### config.mk
export PLATFORM = sky130hd
export DESIGN_NAME = out_bcd_converter_flat
export DESIGN_NICKNAME = d
export VERILOG_FILES = /design/src/rtl/out_bcd_converter_if.sv /design/src/rtl/out_bcd_converter.sv /design/src/flat_wrapper.sv
export SDC_FILE = /design/constraint.sdc
export NUM_CORES = 1
export LEC_CHECK = 0
export ABC_AREA = 1
export CORE_MARGIN = 2
export CORE_UTILIZATION = 65
export CTS_BUF_LIST = sky130_fd_sc_hd__clkbuf_4 sky130_fd_sc_hd__clkbuf_8
export DETAILED_ROUTE_END_ITERATION = 8
export DONT_BUFFER_PORTS = 1
export PLACE_DENSITY_LB_ADDON = 0.1
export SYNTH_ARGS = -nofsm -noshare
export SYNTH_HDL_FRONTEND = slang
export SYNTH_SLANG_ARGS = --single-unit
### constraint.sdc
create_clock -name clk -period 1.6 [get_ports clk]
set_input_delay 0.24 -clock clk [delete_from_list [all_inputs] [get_ports clk]]
set_output_delay 0.24 -clock clk [all_outputs]
set_load 0.03 [all_outputs]
### src/rtl/out_bcd_converter_if.sv
// out_bcd_converter_if: binary word in, packed BCD result and status out.
// With SEVEN_SEG_EN defined the bundle also carries the active-low segment field.
interface out_bcd_converter_if #(
    parameter int DATA_WIDTH = 16,
    parameter int DIGITS = 5
);
    logic [DATA_WIDTH-1:0] in;
    logic [4*DIGITS-1:0] bcd;
    logic valid;
    logic busy;
    logic done;
`ifdef SEVEN_SEG_EN
    logic [7*DIGITS-1:0] seg;
`endif
    modport master (
        output in,
        input bcd, valid, busy, done
`ifdef SEVEN_SEG_EN
        , input seg
`endif
    );
    modport slave (
        input in,
        output bcd, valid, busy, done
`ifdef SEVEN_SEG_EN
        , output seg
`endif
    );
endinterface

### src/rtl/out_bcd_converter.sv
// out_bcd_converter: converts each new CPU output word to packed BCD, one double-dabble bit per clock.
// Define SEVEN_SEG_EN to add registered active-low 7-segment decoders loaded alongside bcd.
module out_bcd_converter #(
    parameter int DATA_WIDTH = 16,
    parameter int DIGITS = 5
) (
    input logic clk,
    input logic rst_n,
    out_bcd_converter_if.slave bus
);
    localparam int CW = $clog2(DATA_WIDTH) + 1;
    typedef enum logic [1:0] {IDLE, SHIFT, DONE} state_t;
    state_t state, next;
    logic [DATA_WIDTH-1:0] last_val, shreg;
    logic [4*DIGITS-1:0] acc, acc_adj, bcd;
    logic [CW-1:0] cnt;
    logic valid, busy, done, start;
    generate
        if (DIGITS < (DATA_WIDTH * 30103 + 99999) / 100000) begin : g_digits_check
            $error("out_bcd_converter: DIGITS too small for DATA_WIDTH");
        end
    endgenerate
    assign start = bus.in != last_val;
    always_ff @(posedge clk or negedge rst_n) begin
        if (!rst_n) state <= IDLE;
        else state <= next;
    end
    always_comb begin
        next = state;
        case (state)
            IDLE: next = start ? SHIFT : IDLE;
            SHIFT: next = (cnt == CW'(DATA_WIDTH - 1)) ? DONE : SHIFT;
            default: next = IDLE;
        endcase
    end
    // Per-digit +3 correction; digits never carry into each other.
    always_comb begin
        acc_adj = acc;
        for (int i = 0; i < DIGITS; i++)
            acc_adj[4*i+:4] = (acc[4*i+:4] >= 4'd5) ? acc[4*i+:4] + 4'd3 : acc[4*i+:4];
    end
`ifdef SEVEN_SEG_EN
    localparam logic [6:0] SEG [16] = '{
        7'b1000000, 7'b1111001, 7'b0100100, 7'b0110000,
        7'b0011001, 7'b0010010, 7'b0000010, 7'b1111000,
        7'b0000000, 7'b0010000, 7'b1111111, 7'b1111111,
        7'b1111111, 7'b1111111, 7'b1111111, 7'b1111111
    };
    logic [7*DIGITS-1:0] seg;
    assign bus.seg = seg;
`endif
    always_ff @(posedge clk or negedge rst_n) begin
        if (!rst_n) begin
            last_val <= '0;
            shreg <= '0;
            acc <= '0;
            cnt <= '0;
            bcd <= '0;
            valid <= 1'b1;
            busy <= 1'b0;
            done <= 1'b0;
`ifdef SEVEN_SEG_EN
            seg <= {DIGITS{7'b1000000}};
`endif
        end else begin
            done <= 1'b0;
            case (state)
                IDLE: if (start) begin
                    last_val <= bus.in;
                    shreg <= bus.in;
                    acc <= '0;
                    cnt <= '0;
                    valid <= 1'b0;
                    busy <= 1'b1;
                end
                SHIFT: begin
                    {acc, shreg} <= {acc_adj, shreg} << 1;
                    cnt <= cnt + 1'b1;
                end
                default: begin
                    bcd <= acc;
                    done <= 1'b1;
                    valid <= 1'b1;
                    busy <= 1'b0;
`ifdef SEVEN_SEG_EN
                    for (int i = 0; i < DIGITS; i++) seg[7*i+:7] <= SEG[acc[4*i+:4]];
`endif
                end
            endcase
        end
    end
    assign bus.bcd = bcd;
    assign bus.valid = valid;
    assign bus.busy = busy;
    assign bus.done = done;
endmodule

### src/flat_wrapper.sv
// flat-port wrapper written by rule: the top's interface ports become plain ports
module out_bcd_converter_flat 
#(
    parameter int DATA_WIDTH = 16,
    parameter int DIGITS = 5
)
  (clk, rst_n, bus_in, bus_bcd, bus_valid, bus_busy, bus_done);
  out_bcd_converter_if #(.DATA_WIDTH(DATA_WIDTH), .DIGITS(DIGITS)) bus_i ();
  input logic clk;
  input logic rst_n;
  input wire logic [$bits(bus_i.in)-1:0] bus_in;
  output wire logic [$bits(bus_i.bcd)-1:0] bus_bcd;
  output wire logic [$bits(bus_i.valid)-1:0] bus_valid;
  output wire logic [$bits(bus_i.busy)-1:0] bus_busy;
  output wire logic [$bits(bus_i.done)-1:0] bus_done;
  assign bus_i.in = bus_in;
  assign bus_bcd = bus_i.bcd;
  assign bus_valid = bus_i.valid;
  assign bus_busy = bus_i.busy;
  assign bus_done = bus_i.done;
  out_bcd_converter #(.DATA_WIDTH(DATA_WIDTH), .DIGITS(DIGITS)) u_core (.clk(clk), .rst_n(rst_n), .bus(bus_i));
endmodule
### Yosys cells after proc, flatten, opt, wreduce, memory -nomap -nowiden

Index checks and enable logic that the tools add are counted.

| storage, ports and cells | value |
|---|---|
| bits in registers | 82 |
| memory bits (writable) | 0 |
| memories | 0 |
| bits in read-only memories | 0 |
| input bits | 18 |
| logic and storage cells | 50 |
| bits in latches | 0 |
| output and inout bits | 23 |

| cells by class | value |
|---|---|
| $mul | 0 |
| multiplexer cells | 19 |
| bitwise operators | 1 |
| shifts and indexed selects | 0 |
| reductions and logical operators | 6 |
| div/mod/pow operators | 0 |
| add/subtract/negate cells | 6 |
| $lt $le $gt $ge | 5 |
| equality and inequality tests | 4 |

Operator list:

| kind | number |
|---|---|
| 20-bit case mux with 2 select lines | 1 |
| 16-bit case mux with 2 select lines | 1 |
| 4-bit by 3-bit greater-or-equal comparator with 1-bit output, second input constant | 5 |
| 20-bit 2-to-1 mux | 1 |
| 4-bit by 2-bit adder with 4-bit output, second input constant | 4 |
| 16-bit 2-to-1 mux | 1 |
| 4-bit 2-to-1 mux | 4 |
| 16-bit inequality test | 1 |
| 5-bit case mux with 2 select lines | 1 |
| 2-bit AND reduction | 3 |
| 5-bit by 1-bit adder with 5-bit output, second input constant | 1 |
| 5-bit by 4-bit equality test with 1-bit output, second input constant | 1 |
| 5-bit 2-to-1 mux | 1 |
| 1-bit 2-to-1 mux | 4 |
| 1-bit case mux with 2 select lines | 2 |
| 2-bit case mux with 2 select lines | 1 |
| 3-bit by 2-bit adder with 3-bit output, second input constant | 1 |
| 3-bit 2-to-1 mux | 1 |
| 2-bit by 1-bit equality test with 1-bit output, second input constant | 1 |
| 2-bit zero test | 1 |
| 2-bit 2-to-1 mux | 1 |
| 2-bit by 1-bit inequality test with 1-bit output, second input constant | 1 |
| 2-bit nonzero test | 1 |
| 2-bit OR reduction | 1 |
| 1-bit inverter | 1 |

### Depth between registers and ports, before layout

Gate-level depths: netlist (run 1).

| depth | value |
|---|---|
| word-level depth | 3 |
| mapped depth | 12 |
| gate-level depth less buffers | 11 |

### Least setup slack after synthesis (run 1)

Ideal clock, no wire load.

| timing | value |
|---|---|
| path kind | flip-flop to flip-flop |
| from | reg u_core.cnt[0] |
| to | reg u_core.cnt[4] |
| period minus slack after synthesis | 1358 ps |
| arrival | 1294 ps |
| data required time | 1535 ps |
| buffers on the path | 0 |
| setup slack | 242 ps |
| library setup time | 65 ps |
| stages on the path, launching flop included | 7 |
| cell sequence | dfrtp_1 > ha_1 > nand2_1 > nor2_1 > ha_1 > or2_2 > nand2_1 |

| between the ends | value |
|---|---|
| word-level cells in the longest chain between the ends | 2 |

Ends and longest elaborated chain:

| item | line | source |
|---|---|---|
| from (decl) | out_bcd_converter.sv:16 | `logic [CW-1:0] cnt;` |
| from (signal assigned) | out_bcd_converter.sv:78 | `cnt <= cnt + 1'b1;` |
| 5-bit by 1-bit adder with 5-bit output | out_bcd_converter.sv:78 |  |
| 5-bit case mux with 2 select lines | out_bcd_converter.sv:67 | `case (state)` |

No other way between the ends.
A chain may end at the register's enable or synchronous reset.

### Final worst setup path (run 1)

| timing | value |
|---|---|
| from | reg u_core.state[1] |
| to | reg u_core.shreg[14] |

| between the ends | value |
|---|---|
| word-level cells in the longest chain between the ends | 3 |
| elaborated cells between the ends (all ways) | 6 |
| classes of those cells | 2 x eq/ne; 1 x mux; 3 x reduce/logical |

Ends and longest elaborated chain:

| item | line | source |
|---|---|---|
| from (decl) | out_bcd_converter.sv:13 | `state_t state, next;` |
| from (signal assigned) | out_bcd_converter.sv:26 | `else state <= next;` |
| 2-bit zero test / 2-bit by 1-bit equality test with 1-bit output (equally long branches) | out_bcd_converter.sv:67 |  |
| 2-bit by 1-bit inequality test with 1-bit output (no line) / 2-bit nonzero test (equally long branches) | n/a |  |
| 2-bit AND reduction (no line) | n/a |  |
| to (signal assigned) | out_bcd_converter.sv:70 | `shreg <= bus.in;` |
| to (signal assigned) | out_bcd_converter.sv:77 | `{acc, shreg} <= {acc_adj, shreg} << 1;` |
| to (decl) | out_bcd_converter.sv:14 | `logic [DATA_WIDTH-1:0] last_val, shreg;` |

Parallel ways exist; a longest one is shown, timed or not.

==> impl_metrics.py, run 1 <==
metrics = {
    "run_status": {
        "status": "finished, violations left",
        "violations": "hold timing",
    },
    "timing": {
        "post-route-period-util_pct": 98.9,
        "period_needed_ns": 1.58,
        "setup_violations": 0,
        "report.final.slew_viol_count": 0,
        "hold_ws_ns": -0.429,
        "hold_viol_final": 82,
        "finalSetupTns_ns": 0,
        "max_slew_margin_pct": 59.6,
        "fmax_mhz": 632,
        "tightest_slew_ns": 0.604,
        "rsz0062_at_grt": "true",
        "fin_worst_skew_ns": 0.0116,
    },
    "pwr": {
        "p_clk_share_pct": 17.1,
        "p_per_area_mw_per_mm2": 2220,
        "combinationalPowerShare_pct": 39.6,
        "p_int_mw": 5.68,
        "swShare_pct": 44.6,
        "power_mw": 10.2,
        "irDropWorstVdd_mv": 1.34,
        "p_seq_share_pct": 43.3,
        "power.leakage_nw": 2.43,
        "p_switching_mw": 4.57,
    },
    "floorplanning": {
        "dieWidth_um": 83.9,
        "fp.dieArea_mm2": 0.00704,
        "rows": 29,
        "die-height_um": 83.9,
        "ios": 41,
        "start_util_pct": 66.1,
        "core-area_mm2": 0.00628,
    },
    "setup_path": {
        "reg2reg_slack_ns": 0.02,
        "criticalPathCategory": "register to register",
        "endpoint_kind": "register",
        "critPathRequiredTime_ns": 1.84,
        "cp.arrival_ns": 1.82,
        "crit_path_start_kind": "register",
        "crit_path_max_fanout": 9,
    },
    "logic_synthesis": {
        "synth.mux.area_fraction_pct": 0,
        "synth_cell_type_count": 22,
        "syn_area_mm2": 0.00415,
        "synth-simple-area-share_pct": 26.0,
        "ys_seq_area_share_pct": 49.5,
        "yosys.area_share.adder_pct": 3.62,
        "synth_compound_area_share_pct": 10.6,
        "yosys_warnings": 0,
        "synth_xor_area_share_pct": 0.844,
        "synth-main-ff-cell": "dfrtp_1",
        "async_flop_share_pct": 100,
        "yosys-top-cells-area": "dfrtp_1 49%, nand2_1 14%, o21ai_0 6.2%",
        "avgSynthCellArea_um2": 7.89,
        "yosys.area.top_type": "dfrtp_1",
        "syn_inst": 526,
        "synth_edf_count": 0,
        "synth_top_family_by_area": "simple AND/OR/NAND/NOR gates",
        "synth_top_area_share_pct": 48.9,
        "synth_nets": 556,
        "yosysMostFrequentCell": "nand2_1",
        "ys_ff_latch": 82,
        "synth_common_cells": "154 x nand2_1, 81 x dfrtp_1, 62 x inv_1, 51 x o21ai_0, 42 x nor2_1",
    },
    "detailed_routing": {
        "drt_pass1_iterations": 5,
        "num_vias": 3310,
        "viasPerCell": 5.44,
        "avgRoutedWirePerCell_um": 14.4,
        "wl_mm": 8.73,
        "ant_nets": 0,
        "first_iter_violations": 304,
        "route.detailed.drc": 0,
    },
    "job": {
        "max-cap-violations": 0,
    },
    "cts": {
        "cts_setup_buffers": 0,
        "cts_tree": "done",
        "cts_buffer_depth": 2,
        "cts_made_buffers": 9,
        "clk_root_buffer_cell": "clkbuf_8",
        "clock-sinks": 82,
        "clk_pin_slew_ns": 0.09,
        "clock_latency_ns": 0.35,
        "h-tree-depth": 3,
    },
    "layout": {
        "layout.cells.non_filler": 608,
        "multi_input_area_mm2": 0.00178,
        "area_growth_pct": 11.2,
        "drive_gt1_share_pct": 11.1,
        "post-route-util_pct": 73.5,
        "num-nets-final": 556,
        "filler_cell_count": 464,
        "n_antenna_cell": 0,
        "seqCellArea_mm2": 0.00205,
    },
    "place": {
        "place_inst": 587,
        "dp_hpwl_mm": 5.23,
        "gp_congestion": 0.781,
        "port_buffers": 0,
    },
    "global_route": {
        "grt_pass1_wl_mm": 13.8,
        "grt_pass1_vias": 3044,
        "grt_max_degree": 83,
        "grt_overflow": 0,
        "grt_usage_pct": 24.3,
        "grt_antenna_before_repair": 0,
    },
    "min_path": {
        "hold_path_class": "input pin to async pin",
    },
}
==> path summary, 6_finish.rpt <==
path                                       from                 end  cells past startpoint
worst max-delay path            u_core.state[1]    u_core.shreg[14]                      5
worst min-delay path                      rst_n    u_core.shreg[12]                      0
worst max register to register  u_core.state[1]    u_core.shreg[14]                      5
worst min register to register  u_core.shreg[8]     u_core.shreg[8]                      2
max in group asynchronous                 rst_n    u_core.bus.valid                      0
min in group clk                      bus_in[0]  u_core.last_val[0]                      2
==> logic make-up after synthesis <==
| kind of cell | Yosys count |
|---|---|
| AND/OR/NAND/NOR | 253 |
| buffers and inverters | 88 |
| AO/OA/AOI/OAI | 87 |
| flip-flops | 82 |
| adder cells (fa/ha/maj) | 12 |
| XOR/XNOR | 4 |
==> per-stage QoR <==
stage,instance area [µm²],setup slack [ns]
after CTS,4420,0.0157
after detailed placement,4180,0.0387
after floorplan,4150,0.242
after global placement,4180,0.0711
final,4610,0.0173
after global routing,4610,-0.0632
==> cell type report <==
cell class	instances	area share, %
well taps	77	2.09
clock buffers	11	3.28
clock inverters	5	1.84
inverters	63	5.13
repair buffers	13	4.58
multi-input cells	357	38.5
flip-flops and latches	82	44.5
==> sequential cells by signal, summed over array words and instances (netlist names) <==
name              flops
u_core.last_val      16
u_core.bus.valid      1
u_core.shreg         16
u_core.cnt            5
u_core.acc           20
u_core.bus.done       1
u_core.state          2
u_core.bus.busy       1
u_core.bus.bcd       20
==> what timing repair did <==
action                                  CTS  global route
gates resized for setup                   0            29
hold endpoints to repair                 82            82
endpoints found under the setup margin    0            60
==> cell usage in the layout, fill, tap and decap left out <==
cell and instances:
a21oi_1 35, buf_12 4, buf_4 4, buf_6 1
buf_8 1, bufinv_16 2, clkbuf_16 3, clkbuf_8 11
clkinv_4 1, clkinvlp_4 1, dfrtp_1 80, dfrtp_2 1
dfstp_2 1, ha_1 12, inv_1 62, inv_2 1
inv_6 1, nand2_1 149, nand2_2 4, nand2_4 2
nand2_8 2, nand3_1 38, nand3_2 12, nand4_1 1
nor2_1 39, nor2_2 4, o21a_1 1, o21ai_0 46
o21ai_1 5, or2_2 3, xor2_1 4
==> metal layers <==
layer  part of all wire (%)  wire length, µm  GRT usage (%)
met5                      0                0              0
met4                    1.8              160           8.06
met3                    4.7              414           5.24
met2                     49             4270           38.8
met1                     45             3890           33.4
==> power by group through the flow <==
stage	Sequential (mW)	Clock, mW	Combinational [mW]
after floorplan	4.25	0	3.03
after global placement	4.41	0	3.48
after detailed placement	4.46	0	3.65
after CTS	4.42	1.77	3.69
after global routing	4.56	1.85	4.69
final	4.44	1.75	4.06
==> worst max-delay path, cell delays in order (launching register included) <==
cell,delay (ns)
dfrtp_1,0.41
nor2_1,0.48
nand2_4,0.21
clkbuf_16,0.23
nand3_1,0.08
nand2_1,0.06
(Power assumes the default switching activity.)
==> run 2, diff against run 1 <==
--- a/config.mk
+++ b/config.mk
@@ -7,8 +7,9 @@
 export LEC_CHECK = 0
 export ABC_AREA = 1
 export CORE_MARGIN = 2
-export CORE_UTILIZATION = 65
+export CORE_UTILIZATION = 30
 export CTS_BUF_LIST = sky130_fd_sc_hd__clkbuf_4 sky130_fd_sc_hd__clkbuf_8
+export CTS_CLUSTER_DIAMETER = 100
 export DETAILED_ROUTE_END_ITERATION = 8
 export DONT_BUFFER_PORTS = 1
 export PLACE_DENSITY_LB_ADDON = 0.1
==> run 2 against run 1 <==
Compared with the run above: the run still ends with hold timing left; die area is 110% higher; non-clock buffer count is 2 higher; sequential share of layout area is 1.6 points lower; via count is 2.2% lower; register-to-register slack better by 0.03 ns; cell count is 16% higher; clock-buffer cell count stayed put; hold slack worse by 0.013 ns; sequential power hardly changed; design area is 3.6% higher; largest cell class unchanged.
==> impl_metrics.py, run 2 (synthesis results as in run 1) <==
metrics = {
    "run_status": {
        "status": "finished, violations left",
        "violations": "hold timing",
    },
    "timing": {
        "fmax_mhz": 643,
        "report.final.slew_viol_count": 0,
        "setup_violations": 0,
        "post-route-period-util_pct": 97.2,
        "hold_viol_final": 82,
        "setup_ws_ns": 0.0451,
        "tightest_slew_ns": 0.489,
        "rsz0062_at_grt": "true",
        "fin_worst_skew_ns": 0.00909,
        "finalSetupTns_ns": 0,
        "period_needed_ns": 1.55,
        "hold_ws_ns": -0.443,
        "max_slew_margin_pct": 67.3,
    },
    "cts": {
        "clk_pin_slew_ns": 0.08,
        "cts_setup_buffers": 0,
        "clock_latency_ns": 0.37,
        "clk_root_buffer_cell": "clkbuf_8",
        "h-tree-depth": 3,
        "clock-sinks": 82,
        "cts_buffer_depth": 2,
        "cts_made_buffers": 9,
        "cts_tree": "done",
    },
    "place": {
        "port_buffers": 0,
        "dp_hpwl_mm": 5.57,
        "place_inst": 685,
        "post-place-ws_ns": 0.0110,
        "gp_congestion": 0.735,
        "dpl_cell_area_mm2": 0.00430,
    },
    "layout": {
        "final_common_cell": "nand2_1",
        "area_growth_pct": 15.1,
        "drive_gt1_share_pct": 12.6,
        "largestRegisters": "u_core.acc x20, u_core.bus.bcd x20",
        "post-route-util_pct": 35.6,
        "fin_area_mm2": 0.00478,
        "layout.cells.non_filler": 708,
        "final_cell_mix": "150 x nand2_1, 81 x dfrtp_1, 62 x inv_1",
        "n_antenna_cell": 0,
        "num-nets-final": 558,
    },
    "setup_path": {
        "cp.depth": 9,
        "path_common_cell": "nand2_1",
        "endpoint_kind": "register",
        "cp_top_family": "simple AND/OR/NAND/NOR gates",
        "crit_path_start_kind": "register",
        "critPathRequiredTime_ns": 1.85,
        "cp.arrival_ns": 1.81,
        "cpMaxStageDelayCell": "dfrtp_1",
        "crit_path_max_fanout": 13,
        "cp_num_buf_inv": 1,
        "crit_chain": "nand2_1, nand2_1, nor2_1, nand2_1, nor2_2, nand2_4, nand2_8, clkbuf_16, o21ai_0",
        "r2r_cells": 9,
        "max_stage_delay_ns": 0.40,
        "criticalPathCategory": "register to register",
    },
    "detailed_routing": {
        "drt_pass1_iterations": 4,
        "first_iter_violations": 141,
        "num_vias": 3238,
        "route.detailed.drc": 0,
        "wl_mm": 9.50,
        "avgRoutedWirePerCell_um": 13.4,
        "viasPerCell": 4.57,
        "ant_nets": 0,
    },
    "pwr": {
        "p_per_area_mw_per_mm2": 2090,
        "p_switching_mw": 4.55,
        "swShare_pct": 45.6,
        "p_int_mw": 5.43,
        "combinationalPowerShare_pct": 41.2,
        "power.leakage_nw": 2.43,
        "irDropWorstVdd_mv": 0.510,
        "power_mw": 9.97,
        "p_clk_share_pct": 14.3,
        "p_seq_share_pct": 44.5,
    },
    "floorplanning": {
        "die-height_um": 122,
        "dieWidth_um": 122,
        "rows": 42,
        "ios": 41,
        "start_util_pct": 31.0,
        "core-area_mm2": 0.0134,
        "fp.dieArea_mm2": 0.0148,
    },
    "job": {
        "max-cap-violations": 0,
    },
    "global_route": {
        "grt_overflow": 0,
        "use_met3_pct": 3.28,
        "grt_pass1_wl_mm": 14.8,
        "grt_pass1_vias": 3022,
        "grt_antenna_before_repair": 0,
        "grt_usage_pct": 12.9,
        "met2_usage_pct": 20.3,
        "grt_util_met1_pct": 16.5,
        "grt.busiest_layer": "met2",
        "grt_max_degree": 83,
    },
    "min_path": {
        "hold_path_class": "input pin to async pin",
    },
}
==> run 2: final cells by class <==
| type | count | area, µm² |
|---|---|---|
| repair buffers | 15 | 260 |
| fillers | 1413 | 8620 |
| multi-input cells | 357 | 1820 |
| well taps | 176 | 220 |
| clock buffers | 11 | 151 |
| flip-flops and latches | 82 | 2050 |
| clock inverters | 4 | 27.5 |
| inverters | 63 | 239 |
==> run 2: metal layers <==
layer	part of all wire [%]	up-vias
li1	-	1670
met4	2.0	0
met3	3.0	12
met5	0	-
met1	49	1518
met2	46	38
==> run 2: path summary, 6_finish.rpt <==
check | endpoint | start | slack (ns)
setup reg to reg | u_core.last_val[12] | u_core.last_val[4] | 0.05
hold reg to reg | u_core.acc[0] | u_core.shreg[15] | 0.51
max in group asynchronous | u_core.bus.valid | rst_n | 1.82
min in group clk | u_core.last_val[4] | bus_in[4] | 0.04
hold / removal | u_core.last_val[13] | rst_n | -0.44
setup / recovery | u_core.last_val[12] | u_core.last_val[4] | 0.05
==> run 2: power groups by stage <==
stage | clock network [mW] | logic [mW] | registers, mW
after floorplan | 0 | 3.03 | 4.25
after global placement | 0 | 3.59 | 4.44
after detailed placement | 0 | 3.65 | 4.45
after CTS | 1.52 | 3.65 | 4.42
after global routing | 1.59 | 4.82 | 4.58
final | 1.43 | 4.11 | 4.43
==> run 2: repair_timing <==
item                                    CTS  global route
endpoints found under the setup margin    1            59
hold endpoints to repair                 82            82
cloned                                    0             8
resized for setup                         0            48
pin swaps                                 0            11
